### src/rtl/bcharger_timed_if.sv
// Comparator flags in, charger mode controls out, for bcharger_timed.
// BCHARGER_THERM_EN adds the debounced over-temperature flag thot.
interface bcharger_timed_if;
  logic       en;
  logic       vtrkl;
  logic       vterm;
  logic       iterm;
  logic       vrchrg;
`ifdef BCHARGER_THERM_EN
  logic       thot;
`endif
  logic       trkl;
  logic       fast;
  logic       vconst;
  logic       done;
  logic       fault;
  logic [2:0] state_o;
  logic [1:0] fault_code;

`ifdef BCHARGER_THERM_EN
  modport master (
    output en, vtrkl, vterm, iterm, vrchrg, thot,
    input  trkl, fast, vconst, done, fault, state_o, fault_code
  );
  modport slave (
    input  en, vtrkl, vterm, iterm, vrchrg, thot,
    output trkl, fast, vconst, done, fault, state_o, fault_code
  );
`else
  modport master (
    output en, vtrkl, vterm, iterm, vrchrg,
    input  trkl, fast, vconst, done, fault, state_o, fault_code
  );
  modport slave (
    input  en, vtrkl, vterm, iterm, vrchrg,
    output trkl, fast, vconst, done, fault, state_o, fault_code
  );
`endif
endinterface

### src/rtl/bcharger_timed.sv
// Li-ion charge controller: debounced comparator flags, per-phase timeouts, sticky FAULT.
// Optional thermal suspend enabled by defining BCHARGER_THERM_EN.
module bcharger_timed #(
  parameter int DEB_CYC   = 4,
  parameter int TMR_W     = 16,
  parameter int TRKL_TO   = 1000,
  parameter int FAST_TO   = 20000,
  parameter int VCONST_TO = 20000
) (
  input  logic            clk,
  input  logic            reset,
  bcharger_timed_if.slave bus
);

  typedef enum logic [2:0] {
    ST_IDLE   = 3'd0,
    ST_TRKL   = 3'd1,
    ST_FAST   = 3'd2,
    ST_VCONST = 3'd3,
    ST_DONE   = 3'd4,
    ST_FAULT  = 3'd5
  } state_t;

`ifdef BCHARGER_THERM_EN
  localparam int NF     = 5;
  localparam int F_THOT = 4;
`else
  localparam int NF     = 4;
`endif
  localparam int F_VTRKL  = 0;
  localparam int F_VTERM  = 1;
  localparam int F_ITERM  = 2;
  localparam int F_VRCHRG = 3;

  localparam int              CW          = (DEB_CYC > 1) ? $clog2(DEB_CYC) : 1;
  localparam logic [CW-1:0]   CNT_LAST    = CW'(DEB_CYC - 1);
  localparam logic [TMR_W-1:0] TRKL_TO_L   = TMR_W'(TRKL_TO);
  localparam logic [TMR_W-1:0] FAST_TO_L   = TMR_W'(FAST_TO);
  localparam logic [TMR_W-1:0] VCONST_TO_L = TMR_W'(VCONST_TO);
  localparam logic [TMR_W-1:0] TMR_MAX     = {TMR_W{1'b1}};
  localparam logic [TMR_W-1:0] TMR_ZERO    = {TMR_W{1'b0}};

  logic [NF-1:0]    raw_s;
  logic [NF-1:0]    deb_r;
  logic [NF-1:0]    deb_nxt_s;
  logic [CW-1:0]    cnt_r     [NF];
  logic [CW-1:0]    cnt_nxt_s [NF];

  state_t           state_r;
  state_t           state_nxt_s;
  state_t           adv_s;
  logic [TMR_W-1:0] timer_r;
  logic [TMR_W-1:0] timer_nxt_s;
  logic [TMR_W-1:0] to_s;
  logic [1:0]       code_r;
  logic [1:0]       code_nxt_s;
  logic [1:0]       phase_code_s;
  logic             in_phase_s;
  logic             exit_s;
  logic             timeout_s;
  logic             hold_s;
  logic             hold_nxt_s;

  logic             trkl_r;
  logic             fast_r;
  logic             vconst_r;
  logic             done_r;
  logic             fault_r;

`ifdef BCHARGER_THERM_EN
  assign raw_s      = {bus.thot, bus.vrchrg, bus.iterm, bus.vterm, bus.vtrkl};
  assign hold_s     = deb_r[F_THOT];
  assign hold_nxt_s = deb_nxt_s[F_THOT];
`else
  assign raw_s      = {bus.vrchrg, bus.iterm, bus.vterm, bus.vtrkl};
  assign hold_s     = 1'b0;
  assign hold_nxt_s = 1'b0;
`endif

  // Per-flag debounce: a flag flips only after DEB_CYC consecutive disagreeing samples.
  always_comb begin
    deb_nxt_s = deb_r;
    for (int i = 0; i < NF; i++) begin
      cnt_nxt_s[i] = {CW{1'b0}};
      if (raw_s[i] != deb_r[i]) begin
        if (cnt_r[i] == CNT_LAST) begin
          deb_nxt_s[i] = raw_s[i];
        end else begin
          cnt_nxt_s[i] = cnt_r[i] + 1'b1;
        end
      end else begin
        cnt_nxt_s[i] = {CW{1'b0}};
      end
    end
  end

  // Next state, fault code and phase timer; an exit condition outranks a same-edge timeout.
  always_comb begin
    in_phase_s   = 1'b0;
    exit_s       = 1'b0;
    to_s         = TMR_ZERO;
    adv_s        = ST_IDLE;
    phase_code_s = 2'd0;
    case (state_r)
      ST_TRKL: begin
        in_phase_s   = 1'b1;
        exit_s       = deb_r[F_VTRKL];
        to_s         = TRKL_TO_L;
        adv_s        = ST_FAST;
        phase_code_s = 2'd1;
      end
      ST_FAST: begin
        in_phase_s   = 1'b1;
        exit_s       = deb_r[F_VTERM];
        to_s         = FAST_TO_L;
        adv_s        = ST_VCONST;
        phase_code_s = 2'd2;
      end
      ST_VCONST: begin
        in_phase_s   = 1'b1;
        exit_s       = deb_r[F_ITERM];
        to_s         = VCONST_TO_L;
        adv_s        = ST_DONE;
        phase_code_s = 2'd3;
      end
      default: begin
        in_phase_s = 1'b0;
      end
    endcase

    timeout_s   = (to_s != TMR_ZERO) && (timer_r == (to_s - 1'b1));
    state_nxt_s = state_r;
    if (!bus.en) begin
      state_nxt_s = ST_IDLE;
    end else if (in_phase_s) begin
      if (hold_s) begin
        state_nxt_s = state_r;
      end else if (exit_s) begin
        state_nxt_s = adv_s;
      end else if (timeout_s) begin
        state_nxt_s = ST_FAULT;
      end else begin
        state_nxt_s = state_r;
      end
    end else begin
      case (state_r)
        ST_IDLE:  state_nxt_s = ST_TRKL;
        ST_DONE:  state_nxt_s = deb_r[F_VRCHRG] ? ST_TRKL : ST_DONE;
        ST_FAULT: state_nxt_s = ST_FAULT;
        default:  state_nxt_s = ST_IDLE;
      endcase
    end

    if (state_nxt_s == ST_IDLE) begin
      code_nxt_s = 2'd0;
    end else if ((state_nxt_s == ST_FAULT) && in_phase_s) begin
      code_nxt_s = phase_code_s;
    end else begin
      code_nxt_s = code_r;
    end

    if ((state_nxt_s != state_r) || !in_phase_s) begin
      timer_nxt_s = TMR_ZERO;
    end else if (hold_s || (timer_r == TMR_MAX)) begin
      timer_nxt_s = timer_r;
    end else begin
      timer_nxt_s = timer_r + 1'b1;
    end
  end

  // State, debounce, timer and mode-output registers; outputs decode the next state.
  always_ff @(posedge clk) begin
    if (!reset) begin
      state_r  <= ST_IDLE;
      timer_r  <= TMR_ZERO;
      code_r   <= 2'd0;
      deb_r    <= {NF{1'b0}};
      trkl_r   <= 1'b0;
      fast_r   <= 1'b0;
      vconst_r <= 1'b0;
      done_r   <= 1'b0;
      fault_r  <= 1'b0;
      for (int i = 0; i < NF; i++) begin
        cnt_r[i] <= {CW{1'b0}};
      end
    end else begin
      state_r  <= state_nxt_s;
      timer_r  <= timer_nxt_s;
      code_r   <= code_nxt_s;
      deb_r    <= deb_nxt_s;
      trkl_r   <= (state_nxt_s == ST_TRKL) && !hold_nxt_s;
      fast_r   <= (state_nxt_s == ST_FAST) && !hold_nxt_s;
      vconst_r <= (state_nxt_s == ST_VCONST) && !hold_nxt_s;
      done_r   <= (state_nxt_s == ST_DONE);
      fault_r  <= (state_nxt_s == ST_FAULT);
      for (int i = 0; i < NF; i++) begin
        cnt_r[i] <= cnt_nxt_s[i];
      end
    end
  end

  assign bus.trkl       = trkl_r;
  assign bus.fast       = fast_r;
  assign bus.vconst     = vconst_r;
  assign bus.done       = done_r;
  assign bus.fault      = fault_r;
  assign bus.state_o    = state_r;
  assign bus.fault_code = code_r;

endmodule

### src/flat_wrapper.sv
// flat-port wrapper written by rule: the top's interface ports become plain ports
module bcharger_timed_flat 
#(
  parameter int DEB_CYC   = 4,
  parameter int TMR_W     = 16,
  parameter int TRKL_TO   = 1000,
  parameter int FAST_TO   = 20000,
  parameter int VCONST_TO = 20000
)
  (clk, reset, bus_en, bus_vtrkl, bus_vterm, bus_iterm, bus_vrchrg, bus_trkl, bus_fast, bus_vconst, bus_done, bus_fault, bus_state_o, bus_fault_code);
  bcharger_timed_if bus_i ();
  input  logic clk;
  input  logic reset;
  input wire logic [$bits(bus_i.en)-1:0] bus_en;
  input wire logic [$bits(bus_i.vtrkl)-1:0] bus_vtrkl;
  input wire logic [$bits(bus_i.vterm)-1:0] bus_vterm;
  input wire logic [$bits(bus_i.iterm)-1:0] bus_iterm;
  input wire logic [$bits(bus_i.vrchrg)-1:0] bus_vrchrg;
  output wire logic [$bits(bus_i.trkl)-1:0] bus_trkl;
  output wire logic [$bits(bus_i.fast)-1:0] bus_fast;
  output wire logic [$bits(bus_i.vconst)-1:0] bus_vconst;
  output wire logic [$bits(bus_i.done)-1:0] bus_done;
  output wire logic [$bits(bus_i.fault)-1:0] bus_fault;
  output wire logic [$bits(bus_i.state_o)-1:0] bus_state_o;
  output wire logic [$bits(bus_i.fault_code)-1:0] bus_fault_code;
  assign bus_i.en = bus_en;
  assign bus_i.vtrkl = bus_vtrkl;
  assign bus_i.vterm = bus_vterm;
  assign bus_i.iterm = bus_iterm;
  assign bus_i.vrchrg = bus_vrchrg;
  assign bus_trkl = bus_i.trkl;
  assign bus_fast = bus_i.fast;
  assign bus_vconst = bus_i.vconst;
  assign bus_done = bus_i.done;
  assign bus_fault = bus_i.fault;
  assign bus_state_o = bus_i.state_o;
  assign bus_fault_code = bus_i.fault_code;
  bcharger_timed #(.DEB_CYC(DEB_CYC), .TMR_W(TMR_W), .TRKL_TO(TRKL_TO), .FAST_TO(FAST_TO), .VCONST_TO(VCONST_TO)) u_core (.clk(clk), .reset(reset), .bus(bus_i));
endmodule
### config.mk
export PLATFORM = sky130hd
export DESIGN_NAME = bcharger_timed_flat
export DESIGN_NICKNAME = d
export VERILOG_FILES = /design/src/rtl/bcharger_timed_if.sv /design/src/rtl/bcharger_timed.sv /design/src/flat_wrapper.sv
export SDC_FILE = /design/constraint.sdc
export NUM_CORES = 1
export LEC_CHECK = 0
export BUFFER_PORTS_ARGS = -buffer_cell sky130_fd_sc_hd__buf_2
export CAP_MARGIN = 20
export CORE_MARGIN = 3
export CORE_UTILIZATION = 30
export CTS_CLUSTER_SIZE = 20
export DETAILED_ROUTE_END_ITERATION = 10
export PLACE_DENSITY = 0.55
export SLEW_MARGIN = 20
export SYNTH_ARGS = -nofsm -noshare
export SYNTH_HDL_FRONTEND = slang
export SYNTH_SLANG_ARGS = --single-unit
### constraint.sdc
create_clock -name clk -period 2.4 [get_ports clk]
set_input_delay 0.12 -clock clk [delete_from_list [all_inputs] [get_ports clk]]
set_output_delay 0.12 -clock clk [all_outputs]
set_load 0.05 [all_outputs]
Word level (Yosys, flattened, before mapping)
Memory sizes are Yosys's and may differ from the RTL's.
Cells that the tools add are included.
{"block": "totals", "ram_bits": 8, "latchBits": 0, "mem_count": 1, "reg_bits": 30, "rom_bits": 0}
{"block": "classes", "n_shift": 0, "div": 0, "order_cmp": 0, "mul": 0, "reduce_logical": 15, "bitwise": 5, "eq_ne": 21, "muxes": 25, "add_sub_neg": 6}
{"memory": "u_core.cnt_r", "words": 4, "width": 2, "read_ports": 4, "rd_ports_with_merged_regs": 0, "write_ports": 4, "line": "bcharger_timed.sv:46", "rtl": "logic [CW-1:0] cnt_r [NF];"}
{"operator": "$pmux W15 S2", "n": 1}
{"operator": "$mux W2", "n": 12}
{"operator": "$pmux W3 S3", "n": 2}
{"operator": "$add A16 B1 Y16 const B", "n": 1}
{"operator": "$eq A16 B16 Y1", "n": 1}
{"operator": "$eq A16 B16 Y1 const B", "n": 1}
{"operator": "$reduce_bool A16 Y1", "n": 1}
{"operator": "$sub A15 B1 Y16 const B", "n": 1}
{"operator": "$mux W3", "n": 5}
{"operator": "$eq A3 B2 Y1 const B", "n": 4}
{"operator": "$eq A3 B3 Y1 const B", "n": 4}
{"operator": "$add A2 B1 Y2 const B", "n": 4}
{"operator": "$eq A2 B2 Y1 const B", "n": 4}
{"operator": "$reduce_and A2 Y1", "n": 4}
{"operator": "$eq A3 B1 Y1 const B", "n": 2}
{"operator": "$logic_not A3 Y1", "n": 2}
{"operator": "$pmux W2 S3", "n": 1}
{"operator": "$reduce_or A2 Y1", "n": 3}
{"operator": "$ne A1 B1 Y1", "n": 4}
{"operator": "$or A1 B1 Y1", "n": 4}
{"operator": "$mux W1", "n": 3}
{"operator": "$ne A3 B3 Y1", "n": 1}
{"operator": "$pmux W1 S3", "n": 1}
{"operator": "$reduce_or A3 Y1", "n": 1}
{"operator": "4 further kinds", "n": 5}

Logic depth before layout (Yosys ltp)
Gate-level depths: netlist of the first run.
{"block": "logic_depth", "ltp_word": 13, "depth_mapped": 8, "depth_no_buf": 7}

Worst setup path before layout of the first run
OpenSTA, ideal clock, no wires.
{"block": "synth_path", "path_kind": "register to register", "startpoint": "register u_core.state_r[0] (netlist: u_core.bus.state_o[0])", "endpoint": "register u_core.timer_r[11]", "stages_incl_launch_ff": 9, "path_buffers": 2, "setup_ps": 78, "arrival_time_ps": 2220, "synth_period_minus_slack_ps": 2298, "required_ps": 2322, "slack_ps": 102, "path_cell_list": "dfxtp_1 buf_2 mux2i_1 a21oi_1 or2_1 o21ai_2 o41ai_4 buf_6 nor3_1"}
{"block": "synth_via", "elab_chain_cells": 13, "word_cells_on_any_way": 25, "cone_classes": "1 x add/sub; 7 x eq/ne; 9 x mux; 8 x reduce/logical"}
{"element": "start: declaration", "line": "bcharger_timed.sv:49", "rtl": "state_t state_r;"}
{"element": "start signal: assignment", "line": "bcharger_timed.sv:187", "rtl": "state_r <= state_nxt_s;"}
{"element": "$eq A3 B2 Y1", "line": "bcharger_timed.sv:104", "rtl": "case (state_r)"}
{"element": "$reduce_or A2 Y1 (no line)"}
{"element": "$pmux W15 S2", "line": "bcharger_timed.sv:104"}
{"element": "$sub A15 B1 Y16", "line": "bcharger_timed.sv:131", "rtl": "timeout_s = (to_s != TMR_ZERO) && (timer_r == (to_s - 1'b1));"}
{"element": "$eq A16 B16 Y1", "line": "bcharger_timed.sv:131"}
{"element": "$logic_and A1 B1 Y1", "line": "bcharger_timed.sv:131"}
{"element": "$mux W3", "line": "bcharger_timed.sv:140", "rtl": "end else if (timeout_s) begin"}
{"element": "$mux W3", "line": "bcharger_timed.sv:138", "rtl": "end else if (exit_s) begin"}
{"element": "$mux W3", "line": "bcharger_timed.sv:135", "rtl": "end else if (in_phase_s) begin"}
{"element": "$mux W3", "line": "bcharger_timed.sv:133", "rtl": "if (!bus.en) begin"}
{"element": "$ne A3 B3 Y1", "line": "bcharger_timed.sv:162", "rtl": "if ((state_nxt_s != state_r) || !in_phase_s) begin"}
{"element": "$logic_or A1 B1 Y1 *", "line": "bcharger_timed.sv:162"}
{"element": "$reduce_or A2 Y1 (no line) *"}
{"element": "end signal: assignment", "line": "bcharger_timed.sv:188", "rtl": "timer_r <= timer_nxt_s;"}
{"element": "end: declaration", "line": "bcharger_timed.sv:52", "rtl": "logic [TMR_W-1:0] timer_r;"}
Mark *: on every way between the ends. The rest lies on a longest branch, timed or not.
A chain may end at the register's enable or synchronous reset.

Worst setup path after layout of the first run
{"block": "layout_path", "startpoint": "register u_core.timer_r[0]", "endpoint": "register u_core.code_r[1] (netlist: u_core.bus.fault_code[1])"}
{"block": "layout_via", "elab_chain_cells": 8, "word_cells_on_any_way": 10, "cone_classes": "2 x eq/ne; 4 x mux; 4 x reduce/logical"}
{"element": "$eq A16 B16 Y1 *", "line": "bcharger_timed.sv:131"}
{"element": "$logic_and A1 B1 Y1 *", "line": "bcharger_timed.sv:131"}
{"element": "$mux W3 *", "line": "bcharger_timed.sv:140"}
{"element": "$mux W3 *", "line": "bcharger_timed.sv:138"}
{"element": "$mux W3 *", "line": "bcharger_timed.sv:135"}
{"element": "$mux W3 *", "line": "bcharger_timed.sv:133"}
{"element": "$eq A3 B3 Y1 / $logic_not A3 Y1 (equally long branches)", "line": "bcharger_timed.sv:156, bcharger_timed.sv:154"}
{"element": "$logic_and A1 B1 Y1 / $reduce_or A2 Y1 (equally long branches)"}
{"element": "end signal: assignment", "line": "bcharger_timed.sv:189", "rtl": "code_r <= code_nxt_s;"}
{"element": "end: declaration", "line": "bcharger_timed.sv:55", "rtl": "logic [1:0] code_r;"}
Marks and branches as above.

==> results.txt, run 1 <==
setup TNS - 0 ns
Req. time, crit path - 2.62 ns
Reg-to-Reg Start - u_core.timer_r[0]$_SDFFE_PP0P_
sequential standard cell area - 762 um^2
CTS tree - built
final hold violation count - 0
WP buf/inv - 1
Area contributors post-synth - dfxtp_1 41%, mux2i_1 4.9%, nor3_1 4.9%
Die Footprint - 7090 um^2
Multi-input gate area - 1030 um^2
clock tree root driver cell - clkbuf_8
CP max-delay cell - or4_1
CP max stage delay - 0.39 ns
H-tree levels - 2
#FFs+latches synth - 38
min Tclk post-route - 2.21 ns
clock edge transition at the registers on the reported setup and hold paths - 0.07 ns
hold path endpoint - u_core.deb_r[2]$_SDFFE_PN0P_
CTS Buf Count - 5
Final Cycle Share - 92.0%
LEAKAGE - 0.000769 uW
DR WL/cell - 13.0 um
input/output buffers - 16
Placed Area - 2020 um^2
delay-heaviest family, CP - simple AND/OR/NAND/NOR gates
# DRC - 0
Setup Viol. Count Final - 0
detailed router's first-iteration violation count - 72
PwrDens - 593 nW/um^2
Pre-Repair DR Iteration Count - 4
critical-path cell list - ha_1, nand3_1, nand2b_1, a211oi_2, o21ai_2, buf_4, or4_1, a21oi_1
peak supply drop - 0.298 mV
syn nets - 214
Cells after Synth - 202
met2 GRT Util - 18.3%
post-synthesis sequential area ratio - 41.5%
Synth async-reset ratio - 0%
Startpoint Class - flip-flop
RePlAce Congestion - 0.856
total global routing overflow - 0
core box area - 5710 um^2
most common cell in the netlist - dfxtp_1
CTS max path bufs - 2
Clock Sink Count - 38
synth unique cells - 43
area grow syn2layout - 16.7%
Total Wirelength - 3840 um
Max Cap Viol - 0
RR Endpoint - u_core.bus.fault_code[1]$_SDFFE_PP0P_
antenna violations before repair - 0
average size of a mapped cell - 9.08 um^2
layer carrying the most global-route usage - met2
Crit Path Class - flip-flop to flip-flop
dpl hpwl - 2730 um
top cell type's share of synthesized area - 41.5%
cell area after layout - 2140 um^2
postcts setup bufs - 0
post-cts repair resize count - 0
Layout Nets - 235
commonest cells in the netlist - 38 x dfxtp_1, 18 x nor3_1, 16 x nor2_1
antenna-violating nets left - 0
met3 Usage GRT - 3.43%
Worst Reg2Reg Path Length in Cells - 8
Post-synth EDFFs - 0
GRT Total Usage - 11.4%
reg-to-reg slack, setup - 0.19 ns
met1 GRT Util - 14.3%
Filler cells - 588
CP arrival - 2.42 ns
main flop type after synthesis - dfxtp_1
antenna cells - 0
IO Count - 17
max frequency - 0.453 GHz
Least-Margin Pin Slew - 0.525 ns
hold path depth - 3
max-slew violation count - 0
largest net degree at the start of global routing - 17
status - complete, no violations
synth warn - 0
vias in the first global route - 1,482
Slew HR - 64.7%
DR vias/cell - 5.14
height of the die - 84.2 um
row cnt - 27
Placed Cells - 288
RSZ-0062 raised after global routing - false
largest driver fanout on the critical path - 6
layout cells sized above 1 - 15.2%
Clock Skew - 0.00594 ns
Post-CTS Hold Buffers - 0
Non-Filler Instances - 296
first-pass GRT wire length - 6730 um
vias - 1,522
later-pin clock latency in the skew report - 0.29 ns
CP Capture Type - flip-flop
Pwr Total - 1270 uW
worst min path class - input pin to flip-flop
Cell Area, Synth - 1830 um^2
Initial Util - 32.1%
Die W - 84.2 um
launch point of the worst hold path - bus_iterm
top cell type by total area after synthesis - dfxtp_1
## tightest hold or removal path: stages
cell     delay [ns]
buf_2          0.09
mux2i_1        0.06
nor2_1         0.08
## final cells by class
cell class                      instances  area share, %
Clock buffer                            7           3.57
Sequential cell                        38           35.6
Clock inverter                          1           1.40
Multi-Input combinational cell        151           48.1
Timing Repair Buffer                   21           6.08
Inverter                                6           1.05
Tap cell                               72           4.21
## metal layers
layer	routed length [um]	part of all wire, %
met1	1900	49
met2	1720	45
met3	164	4.3
met4	53	1.4
met5	0	0
## registers in the layout (all words and copies together) (netlist names)
name and cells:
u_core.bus.fault_code 2, u_core.timer_r 16, u_core.bus.vconst 1, u_core.bus.state_o 3, u_core.bus.done 1, u_core.bus.fault 1, u_core.bus.fast 1, u_core.deb_r 4
u_core.bus.trkl 1, u_core.cnt_r 8
## how the worst max path moves through the flow
stage / startpoint / endpoint / slack (ns) / depth (start not counted)
5_1_grt: u_core.timer_r[0]$_SDFFE_PP0P_ / u_core.bus.fault_code[1]$_SDFFE_PP0P_ / 0.05 / 8
3_5_place_dp: u_core.timer_r[0]$_SDFFE_PP0P_ / u_core.bus.fault_code[1]$_SDFFE_PP0P_ / 0.14 / 8
6_report: u_core.timer_r[0]$_SDFFE_PP0P_ / u_core.bus.fault_code[1]$_SDFFE_PP0P_ / 0.19 / 8
3_3_place_gp: u_core.bus.state_o[2]$_SDFF_PN0_ / u_core.bus.fault_code[1]$_SDFFE_PP0P_ / 0.18 / 7
4_1_cts: u_core.timer_r[0]$_SDFFE_PP0P_ / u_core.bus.fault_code[1]$_SDFFE_PP0P_ / 0.12 / 8
2_1_floorplan: u_core.bus.state_o[0]$_SDFF_PN0_ / u_core.timer_r[11]$_SDFFE_PP0P_ / 0.10 / 8
## power by group
group	internal, uW	total, uW	switching (uW)
Combinational	37.2	95.9	58.7
Sequential	642	651	8.80
Clock	311	524	213
## metrics by stage
stage / worst slack [ns] / hold slack (ns) / util, %
floorplan: 0.102 / 0.267 / -
global placement: 0.181 / 0.389 / 35.3
detailed placement: 0.135 / 0.399 / 35.3
CTS: 0.123 / 0.0953 / 37.2
global route: 0.0506 / 0.116 / 37.5
finish: 0.192 / 0.0996 / 37.5
## placed cells by master (no fill, tap or decap), drive strengths merged, types with 6 or more instances in the layout
master / instances
nand2: 14
nand4: 6
clkbuf: 7
inv: 6
nand2b: 6
o21ai: 7
nor4: 10
nand3: 6
dfxtp: 38
xnor2: 6
nor3: 18
mux2i: 9
buf: 21
nor2: 16
xor2: 8
## cells by family after synthesis
logic type,Yosys count,share of synthesized area (%)
xor+xnor,14,6.68
compound gates,24,10.5
flops,38,41.5
simple gates,99,29.7
mux,9,4.91
buf+inv,13,3.34
fa+ha+maj,5,3.41
(Power assumes the default switching activity.)
==> run 2, diff against run 1 <==
--- a/config.mk
+++ b/config.mk
@@ -5,6 +5,7 @@
 export SDC_FILE = /design/constraint.sdc
 export NUM_CORES = 1
 export LEC_CHECK = 0
+export ABC_AREA = 1
 export BUFFER_PORTS_ARGS = -buffer_cell sky130_fd_sc_hd__buf_2
 export CAP_MARGIN = 20
 export CORE_MARGIN = 3
==> run 2 against run 1 <==
Compared with the run above:
- synthesized area up 8.7%
- core utilization shrank 2.5 points
- cell area grew 4.5%
- critical path depth increased by 6
- synthesized cell count increased by 30%
- fmax increased by 9.6%
- sequential power barely moved
- register-to-register slack gained 0.19 ns
- first-iteration DRC count shrank 40%
- critical path type unchanged
- critical endpoint is now u_core.timer_r[2]$_SDFFE_PP0P_
- highest routed layer unchanged
==> results.txt, run 2 <==
synth warn - 0
Slew HR - 59.2%
Cell Area, Synth - 1990 um^2
setup ws final - 0.386 ns
layer carrying the most global-route usage - met2
row cnt - 29
dpl hpwl - 3090 um
antenna-violating nets left - 0
Initial Util - 31.2%
Clock Skew - 0.00534 ns
post-synthesis sequential area ratio - 38.2%
biggest regs - u_core.timer_r (16), u_core.cnt_r (8), u_core.deb_r (4)
number of flip-flops in the largest register - 16
met3 Usage GRT - 3.22%
final hold violation count - 0
Clock Sink Count - 38
CP arrival - 2.18 ns
P_int - 899 uW
GRT Total Usage - 11.6%
antenna violations before repair - 0
status - complete, no violations
Clk pwr share - 39.0%
Area contributors post-synth - dfxtp_1 38%, nor2_1 9.4%, nand2_1 7.2%
CTS Buf Count - 5
Die W - 87.5 um
IO Count - 17
Req. time, crit path - 2.57 ns
syn nets - 275
reg-to-reg slack, setup - 0.39 ns
top cell type's share of synthesized area - 38.2%
setup TNS - 0 ns
clock tree root driver cell - clkbuf_8
most common cell after layout, fill and taps aside - nor2_1
average size of a mapped cell - 7.58 um^2
RR Endpoint - u_core.timer_r[2]$_SDFFE_PP0P_
min Tclk post-route - 2.01 ns
Max Cap Viol - 0
Startpoint Class - flip-flop
Reg with most FFs - u_core.timer_r
Setup Viol. Count Final - 0
Seq pwr share - 54.3%
max-slew violation count - 0
detailed router's first-iteration violation count - 43
met2 GRT Util - 18.4%
PwrDens - 535 nW/um^2
Psw - 298 uW
CP Capture Type - flip-flop
hold path depth - 3
top cell type by total area after synthesis - dfxtp_1
RSZ-0062 raised after global routing - false
Total Wirelength - 4100 um
# DRC - 0
vias in the first global route - 1,611
hold path endpoint - u_core.deb_r[0]$_SDFFE_PN0P_
Layout Nets - 295
most common cell in the netlist - nor2_1
Worst Reg2Reg Path Length in Cells - 14
CTS max path bufs - 2
postcts setup bufs - 0
worst slack, placed - 0.404 ns
Final Cycle Share - 83.9%
max frequency - 0.496 GHz
height of the die - 87.5 um
Synth async-reset ratio - 0%
Cells after Synth - 263
Crit Path Class - flip-flop to flip-flop
Post-CTS Hold Buffers - 0
Die Footprint - 7660 um^2
DR vias/cell - 4.75
CTS tree - built
commonest cells in the netlist - 50 x nor2_1, 38 x dfxtp_1, 38 x nand2_1
later-pin clock latency in the skew report - 0.29 ns
Post-synth EDFFs - 0
input/output buffers - 16
DR WL/cell - 11.3 um
worst min path class - input pin to flip-flop
#FFs+latches synth - 38
vias - 1,713
antenna cells - 0
LEAKAGE - 0.000924 uW
RePlAce Congestion - 0.830
Sw Ratio - 24.9%
Least-Margin Pin Slew - 0.608 ns
total global routing overflow - 0
clock edge transition at the registers on the reported setup and hold paths - 0.08 ns
post-cts repair resize count - 0
Reg-to-Reg Start - u_core.timer_r[0]$_SDFFE_PP0P_
met1 GRT Util - 14.7%
area grow syn2layout - 12.2%
main flop type after synthesis - dfxtp_1
largest net degree at the start of global routing - 17
power share of the combinational group - 6.7%
first-pass GRT wire length - 7040 um
commonest cells after routing, fill and taps aside - 50 x nor2_1, 38 x nand2_1, 38 x dfxtp_1
peak supply drop - 0.329 mV
layout cells sized above 1 - 19.7%
synth unique cells - 33
core box area - 6390 um^2
launch point of the worst hold path - bus_vtrkl
largest driver fanout on the critical path - 16
Pre-Repair DR Iteration Count - 4
H-tree levels - 2
## run 2: cells by family after synthesis
group                    after synthesis  synth area share [%]
buffers and inverters                 36                  7.60
XOR/XNOR                              11                  4.83
adder cells (fa/ha/maj)                5                  3.14
flip-flops                            38                  38.2
AND/OR/NAND/NOR                      147                  38.5
multiplexers                           1                 0.502
AO/OA/AOI/OAI                         25                  7.28
## run 2: critical path: stages (launching register included)
cell     delay [ns]
dfxtp_1        0.37
ha_1           0.23
nand2_1        0.09
inv_1          0.11
nand2_1        0.07
nor2_1         0.08
nand2_1        0.09
inv_1          0.10
nand2_4        0.06
nand2_4        0.06
nand2_4        0.05
nand2_2        0.09
nand2_1        0.07
nand2_2        0.34
nor3_1         0.08
## run 2: layer usage
metal | share of wire (%) | wire, um
met2 | 46 | 1890
met4 | 1.4 | 59
met5 | 0 | 0
met3 | 3.2 | 131
met1 | 49 | 2010
## run 2: worst max-delay path by stage
stage,from,end,slack (ns),cells past startpoint
3_5_place_dp,u_core.timer_r[0]$_SDFFE_PP0P_,u_core.timer_r[0]$_SDFFE_PP0P_,0.40,14
5_1_grt,u_core.timer_r[0]$_SDFFE_PP0P_,u_core.timer_r[0]$_SDFFE_PP0P_,0.15,14
6_report,u_core.timer_r[0]$_SDFFE_PP0P_,u_core.timer_r[2]$_SDFFE_PP0P_,0.39,14
4_1_cts,u_core.timer_r[0]$_SDFFE_PP0P_,u_core.timer_r[0]$_SDFFE_PP0P_,0.38,14
2_1_floorplan,u_core.bus.state_o[0]$_SDFF_PN0_,u_core.timer_r[14]$_SDFFE_PP0P_,0.41,14
3_3_place_gp,u_core.timer_r[0]$_SDFFE_PP0P_,u_core.timer_r[3]$_SDFFE_PP0P_,0.44,14
## run 2: layout make-up
| cell class | count | area (um^2) |
|---|---|---|
| inverters | 33 | 124 |
| fillers | 695 | 4150 |
| clock inverters | 2 | 12.5 |
| repair buffers | 16 | 80.1 |
| clock buffers | 6 | 82.6 |
| flip-flops and latches | 38 | 761 |
| multi-input cells | 189 | 1080 |
| well taps | 77 | 96.3 |
## run 2: stage by stage
step / hold slack, ns / cell area (um^2) / cells / power [uW] / util (%)
2_1_floorplan: 0.255 / 1990 / 263 / 723 / -
5_1_grt: 0.0945 / 2240 / 361 / 1250 / 35.0
3_5_place_dp: 0.393 / 2140 / 353 / 746 / 33.5
6_report: 0.0922 / 2240 / 361 / 1200 / 35.0
4_1_cts: 0.0867 / 2240 / 361 / 1210 / 35.0
3_3_place_gp: 0.380 / 2140 / 353 / 744 / 33.5
## run 2: power by group through the flow
stage               sequential [uW]  combinational [uW]  clock (uW)
floorplan                       675                48.3           0
global placement                664                79.7           0
detailed placement              665                81.0           0
CTS                             650                81.1         478
global route                    651                91.0         508
finish                          649                80.3         467
